File: config.mk
export PLATFORM = sky130hd
export DESIGN_NAME = reg_file_sb
export DESIGN_NICKNAME = d
export VERILOG_FILES = /design/src/rtl/reg_file_sb.sv
export SDC_FILE = /design/constraint.sdc
export NUM_CORES = 2
export LEC_CHECK = 0
export CAP_MARGIN = 20
export CORE_ASPECT_RATIO = 1.2
export CORE_UTILIZATION = 55
export CTS_CLUSTER_SIZE = 14
export DETAILED_ROUTE_END_ITERATION = 8
export PLACE_DENSITY_LB_ADDON = 0.05
export RECOVER_POWER = 100
export SLEW_MARGIN = 15
export SYNTH_ARGS = -nofsm -noshare
export SYNTH_HDL_FRONTEND = slang
export SYNTH_SLANG_ARGS = --single-unit
File: constraint.sdc
create_clock -name CLK -period 61 [get_ports CLK]
set_input_delay 9.15 -clock CLK [delete_from_list [all_inputs] [get_ports CLK]]
set_output_delay 9.15 -clock CLK [all_outputs]
set_load 0.02 [all_outputs]
File: src/rtl/reg_file_sb.sv
// Register bank with two forwarding read ports, one write port and a
// per-register pending-write scoreboard for read-after-write hazard detection.
module reg_file_sb #(
  parameter int WIDTH    = 32,
  parameter int DEPTH    = 32,
  parameter int ADDR_W   = 5,
  parameter int ZERO_REG = 1
) (
  input  logic              CLK,
  input  logic              RST,
  input  logic [ADDR_W-1:0] AR1,
  input  logic [ADDR_W-1:0] AR2,
  output logic [WIDTH-1:0]  DR1,
  output logic [WIDTH-1:0]  DR2,
  output logic              BUSY1,
  output logic              BUSY2,
  input  logic              REG_WRITE,
  input  logic [ADDR_W-1:0] AW,
  input  logic [WIDTH-1:0]  DIN,
  input  logic              RESERVE,
  input  logic [ADDR_W-1:0] ARES,
  output logic [ADDR_W:0]   PEND_CNT
);

  logic [WIDTH-1:0]  mem_reg [DEPTH];
  logic [DEPTH-1:0]  pending_reg;
  logic [DEPTH-1:0]  pending_next;
  logic [ADDR_W:0]   pend_cnt_reg;
  logic [ADDR_W:0]   pend_cnt_next;
  logic              write_en;
  logic              reserve_en;

  // Register 0 is hard-wired when ZERO_REG is set: writes and reserves to it are dropped.
  assign write_en   = REG_WRITE && !((ZERO_REG != 0) && (AW == '0));
  assign reserve_en = RESERVE && !((ZERO_REG != 0) && (ARES == '0));

  genvar gi;
  generate
    for (gi = 0; gi < DEPTH; gi++) begin : g_reg
      // A reserve on the same edge as the releasing write keeps the bit set.
      assign pending_next[gi] = (reserve_en && (ARES == ADDR_W'(gi))) ||
                                (pending_reg[gi] && !(write_en && (AW == ADDR_W'(gi))));

      always_ff @(posedge CLK or posedge RST) begin
        if (RST) begin
          mem_reg[gi] <= '0;
        end else if (write_en && (AW == ADDR_W'(gi))) begin
          mem_reg[gi] <= DIN;
        end
      end
    end
  endgenerate

  always_comb begin
    pend_cnt_next = '0;
    for (int i = 0; i < DEPTH; i++) begin
      pend_cnt_next = pend_cnt_next + (ADDR_W+1)'(pending_next[i]);
    end
  end

  always_ff @(posedge CLK or posedge RST) begin
    if (RST) begin
      pending_reg  <= '0;
      pend_cnt_reg <= '0;
    end else begin
      pending_reg  <= pending_next;
      pend_cnt_reg <= pend_cnt_next;
    end
  end

  assign PEND_CNT = pend_cnt_reg;

  logic [ADDR_W-1:0] rd_addr [2];
  logic [WIDTH-1:0]  rd_data [2];
  logic              rd_busy [2];

  assign rd_addr[0] = AR1;
  assign rd_addr[1] = AR2;

  generate
    for (gi = 0; gi < 2; gi++) begin : g_rd
      // Forwarding uses the raw REG_WRITE: a zero-register write is caught by the first branch.
      always_comb begin
        rd_data[gi] = mem_reg[rd_addr[gi]];
        rd_busy[gi] = pending_reg[rd_addr[gi]];
        if ((ZERO_REG != 0) && (rd_addr[gi] == '0)) begin
          rd_data[gi] = '0;
          rd_busy[gi] = 1'b0;
        end else if (REG_WRITE && (AW == rd_addr[gi])) begin
          rd_data[gi] = DIN;
          rd_busy[gi] = 1'b0;
        end
      end
    end
  endgenerate

  assign DR1   = rd_data[0];
  assign DR2   = rd_data[1];
  assign BUSY1 = rd_busy[0];
  assign BUSY2 = rd_busy[1];

endmodule

# After elaboration in Yosys (flattened, before gate mapping)
# Index checks and enable logic that the tools add are counted.
[totals]
mem_count = 0
rom_bits = 0
latchBits = 0
mem_bits_rw = 0
reg_bits = 1062
[op_classes]
div_mod_pow = 0
n_lt_le_gt_ge = 4
shift = 0
n_eq_ne = 64
muxes = 18
multipliers = 0
bitwise = 2
n_reduce_logical = 170
addsub = 31
[op_table]
columns = ["operator", "n"]
rows = [
  ["binary-select mux 32 bit (select 5 bit)", 2],
  ["two-way mux 32 bit", 8],
  ["equality test 5 bit (second input constant)", 32],
  ["adder 6 x 1 -> 6 bit", 26],
  ["logical AND 1 bit", 100],
  ["equality test 5 x 4 -> 1 bit (second input constant)", 16],
  ["equality test 5 x 3 -> 1 bit (second input constant)", 8],
  ["logical NOT 1 bit", 34],
  ["logical OR 1 bit", 32],
  ["equality test 5 x 2 -> 1 bit (second input constant)", 4],
  ["logical NOT 5 bit", 4],
  ["greater-or-equal comparator 6 bit (second input constant)", 2],
  ["< comparator 5 x 6 -> 1 bit (second input constant)", 2],
  ["inverter 5 -> 6 bit", 2],
  ["binary-select mux 1 bit (select 5 bit)", 2],
  ["equality test 5 x 1 -> 1 bit (second input constant)", 2],
  ["equality test 5 bit", 2],
  ["adder 5 x 1 -> 6 bit", 1],
  ["two-way mux 1 bit", 6],
  ["adder 4 x 1 -> 5 bit", 1],
  ["adder 3 x 1 -> 4 bit", 1],
  ["adder 2 x 1 -> 3 bit", 1],
  ["adder 1 x 1 -> 2 bit", 1],
]

# Longest topological paths before layout
[depth]
depth_word = 38
ltp_mapped = 23
ltp_nobuf = 21

# Worst setup path before layout
# OpenSTA, ideal clock, no wires.
[synth_path]
path_kind = "input to output"
start = "input AR2[0]"
end = "output BUSY2"
path_stages = 8
n_path_buf = 4
t_arrival_ns = 11.219
setup_slack_ns = 40.631
cell_sequence = "buf_6 buf_12 buf_12 buf_8 mux4_2 and2_0 a211oi_1 a2111oi_0"
[synth_between]
elab_chain_len = 4
word_cells_on_any_way = 7
classes_between = "eq/ne (1); mux (4); reduce/logical (2)"
[synth_rtl]
columns = ["item", "line_no", "rtl"]
rows = [
  ["start: declaration", "12", "input logic [ADDR_W-1:0] AR2,"],
  ["binary-select mux 1 bit (select 5 bit) / equality test 5 bit (equally long branches)", "85, 89", ""],
  ["two-way mux 1 bit (implied by the code) / logical AND 1 bit (equally long branches)", "85, 89", ""],
  ["two-way mux 1 bit", "89", "end else if (REG_WRITE && (AW == rd_addr[gi])) begin"],
  ["two-way mux 1 bit *", "86", "if ((ZERO_REG != 0) && (rd_addr[gi] == '0)) begin"],
  ["end: declaration", "16", "output logic BUSY2,"],
]
# Mark *: on every way between the ends. The rest lies on a longest branch, timed or not. The select of a mux whose other input is x is not followed.

==> results <==
- The analysis attributes to cell leakage a power of 0.0279 µW.
- The met2 track utilization from global routing is 61.1%.
- Setup repair after global routing left no endpoint under its margin.
- The number of max-slew violations in the final report is 2242.
- The total placed cells including tap cells is 5322.
- VDD sags by at most 0.0749 mV.
- The largest net degree at the start of global routing is 176.
- The post-synth design cell area is 58100 µm².
- The total area inside the core boundary comes to 105000 µm².
- The detailed router placed 39300 vias in this run.
- After global routing, the most crowded layer is met2.
- The hold-fix buffer count after cts is 0.
- The slack of the critical path is 29.87 ns.
- Dividing the synthesized area by the synthesized cell count gives 14.0 µm².
- Synthesis inferred 1062 register bits.
- Global routing used 37.7% of the available tracks.
- The clock network burns 31.7% of the power.
- The via count of the first global-routing pass came to 40000.
- STA classifies the critical path startpoint as an input port.
- The number of setup buffers added after CTS is 0.
- The number of antenna violations at the first check in global routing is 8.
- For met1 alone, demand over resource in global routing was 49.2%.
- The clock-pin slew reported for the worst setup and hold paths after clock tree synthesis is 0.06 ns.
- The clock latency reported for the late side of the worst-skew pair is 0.75 ns.
- The worst path needs 31.13 ns of the cycle, external delays included.
- The register share of total power is 40.5%.
- The share of flip-flops with an asynchronous set or reset after synthesis is 100%.
- The number of buffers added by the clock tree synthesis step is 111.
- The critical path class is input port to asynchronous set/reset pin.
- The clock passes through at most 3 buffers.
- For this design the total switching power over the nets is 700 µW.
- For this design the ratio of total power to cell area is 36.5 nW/µm².
- The clock root buffer is clkbuf_16.
- The final weighted congestion of routability-driven global placement is 0.853.
- The number of I/O pins is 128.
- The H-tree generated during clock tree synthesis spans 3 levels.
- Max-cap violations in this run came to 49.
- The final HPWL from detailed placement is 105 mm.
- Once detail routing completed, the nets flagged for antenna violations numbered 0.
- Clock tree synthesis found a total of 1062 sinks.
- The min-delay analysis places its worst path in the category register to register.
- The instance count of the mapped netlist is 4149.
- Once the floorplan was initialized, standard cells occupied 55.5% of the core.
- The total internal power is 1630 µW.
- The post-placement setup slack is 38.18 ns.
- The count of cells resized by post-cts repair is 0.
- Among all flip-flop cells after synthesis, the most frequent one is dfrtp_1.
- In this run, the number of DRC markers left after iteration 0 of detailed routing was 3819.
- At the pin with the least slew margin, the transition time is 8.95 ns.
- The share of power burned in combinational logic is 27.8%.
- From bottom edge to top edge, the die measures 358 µm.
- The worst setup path is captured at an asynchronous set/reset pin.
- The floorplan row count is 130.
- The number of warnings issued by yosys is 0.
- Counting every net in the synthesized netlist gives 4236.
- The proportion of synthesized chip area in sequential cells is 45.7%.
- The flow ran to the end, but the final reports show violations.
- Of the total power, the share spent switching nets is 30.0%.
- Yosys mapped the design onto 75 distinct sky130hd cell types.
- The wire length after detailed routing is 199 mm.
- Measured along the x axis, the die boundary spans 299 µm.
- For the worst setup path, the data arrival time is 29.72 ns.
- The flip-flop count of the largest register after layout is 1024.
- The most common cell after layout, fill and taps aside is dfrtp_1.
- For this run, the post-layout net count is 4145.
- Cells with a size suffix above 1 make up 41.4% of the layout.
- The final hold violation count was 0.
- The count of buffers inserted at the top-level ports is 127.
- Timing would allow up to 32.1 MHz.
- Global routing used 7.62% of the available met3 tracks.
- TritonCTS built the clock tree.
- STA puts the critical path data required time at 59.59 ns.
- The worst-case hold slack is 0.396 ns.
- The worst slew slack as a fraction of its limit is -496%.
- The wire length of the first global-routing pass is 289 mm.
- The checks that failed: max-capacitance violations, max-slew violations.
- Of the available clock period, the critical path in the final layout requires 51.0%.
- The routed wire length per instance is 35.9 µm.
- In the layout the commonest cells are 1062 x dfrtp_1, 1005 x mux2_2, 384 x mux4_2.
- The largest fanout on the critical path is 175.
- The count of TritonRoute iterations in the first routing pass is 6.
- The vias per cell is 7.11.
- The area growth from synthesis to layout is 9.81%.
- After detailed routing, the number of remaining DRC violations is 0.
- The number of enable-type register cells in the synthesized netlist is 0.
- The setup clock skew after layout is 0.0253 ns.
- The global route total overflow is 0.
- The area of the die is 107000 µm².
- The count of endpoints failing setup in the final report is 0.
- After the flow finishes, the layout carries non-filler instances totaling 5534.
- The total negative setup slack is 0 ns.
worst paths after layout:
| kind | from | cells past startpoint | end | slack (ns) |
|---|---|---|---|---|
| worst max register to register | pending_reg[19] | 15 | PEND_CNT[4] | 55.87 |
| worst min-delay path | mem_reg[1001] | 0 | mem_reg[1001] | 0.40 |
| worst max-delay path | RST | 6 | mem_reg[917] | 29.87 |
| min in group asynchronous | RST | 2 | mem_reg[450] | 10.30 |
| worst min register to register | mem_reg[1001] | 0 | mem_reg[1001] | 0.40 |
| max in group CLK | AR2[3] | 9 | BUSY2 | 32.98 |
stage by stage:
stage          power (µW)  util, %  instance area [µm²]
6_report             2330     60.9                63800
5_1_grt              2450     60.9                63800
3_3_place_gp         1580     57.3                60000
4_1_cts              2340     61.1                64000
2_1_floorplan        1430        -                58100
3_5_place_dp         1600     57.3                60000
critical path: stages:
cell and delay [ns]:
dlygate4sd3_1 0.55, clkinvlp_2 2.60, clkbuf_1 2.68, clkbuf_1 2.18, clkbuf_1 5.31, clkbuf_1 6.64
cell families (layout without fill, tap and decap cells):
| logic type | count (synthesis) | in the layout | synth area share [%] |
|---|---|---|---|
| AOI/OAI and AO/OA | 516 | 516 | 6.49 |
| xor gates and xnor gates | 13 | 13 | 0.196 |
| adders and majority gates | 31 | 31 | 0.977 |
| buffers and inverters | 515 | 511 | 4.46 |
| DFF | 1062 | 1062 | 45.7 |
| muxes | 1673 | 1673 | 39.3 |
| other | 0 | 3 | 0 |
| and+or+nand+nor | 339 | 339 | 2.81 |
power by group through the flow:
| stage | Clock, µW | Sequential [µW] | Combinational, µW |
|---|---|---|---|
| 2_1_floorplan | 0 | 926 | 502 |
| 3_3_place_gp | 0 | 948 | 635 |
| 3_5_place_dp | 0 | 955 | 647 |
| 4_1_cts | 746 | 942 | 651 |
| 5_1_grt | 773 | 963 | 710 |
| 6_report | 739 | 945 | 648 |
synth_stat cells (16+ instances only):
cell,number,area [µm²]
a2111oi_0,19,166
a211o_1,16,140
a211oi_1,17,128
a21oi_1,59,295
a221oi_1,73,639
a22o_1,16,140
a22oi_1,73,548
a32o_1,32,320
buf_2,167,836
buf_4,21,158
buf_6,28,315
clkbuf_1,218,818
dfrtp_1,1062,26600
fa_1,24,480
inv_1,54,203
mux2_2,1005,11300
mux2i_1,277,2770
mux4_2,384,8650
nand2_1,109,409
nand3_1,56,280
nor2_1,66,248
nor2b_1,27,169
nor3_1,17,85.1
nor4_1,20,125
o21ai_0,62,310
o22ai_1,72,450
per-layer routing:
metal | share of wire [%] | wire (µm) | vias up
met2 | 48 | 94800 | 1873
met4 | 5.3 | 10600 | 6
li1 | - | - | 15700
met3 | 8.3 | 16500 | 520
met1 | 39 | 77000 | 21200
met5 | 0.020 | 40 | -
area by class of cell:
cell class,count,area [µm²]
Antenna cell,3,7.51
Clock buffer,162,3290
Clock inverter,38,614
Timing Repair Buffer,254,2150
Sequential cell,1062,26600
Multi-Input combinational cell,2572,29200
Fill cell,8278,40900
Tap cell,1386,1730
Inverter,57,215
Power figures use the tool's default switching activity.
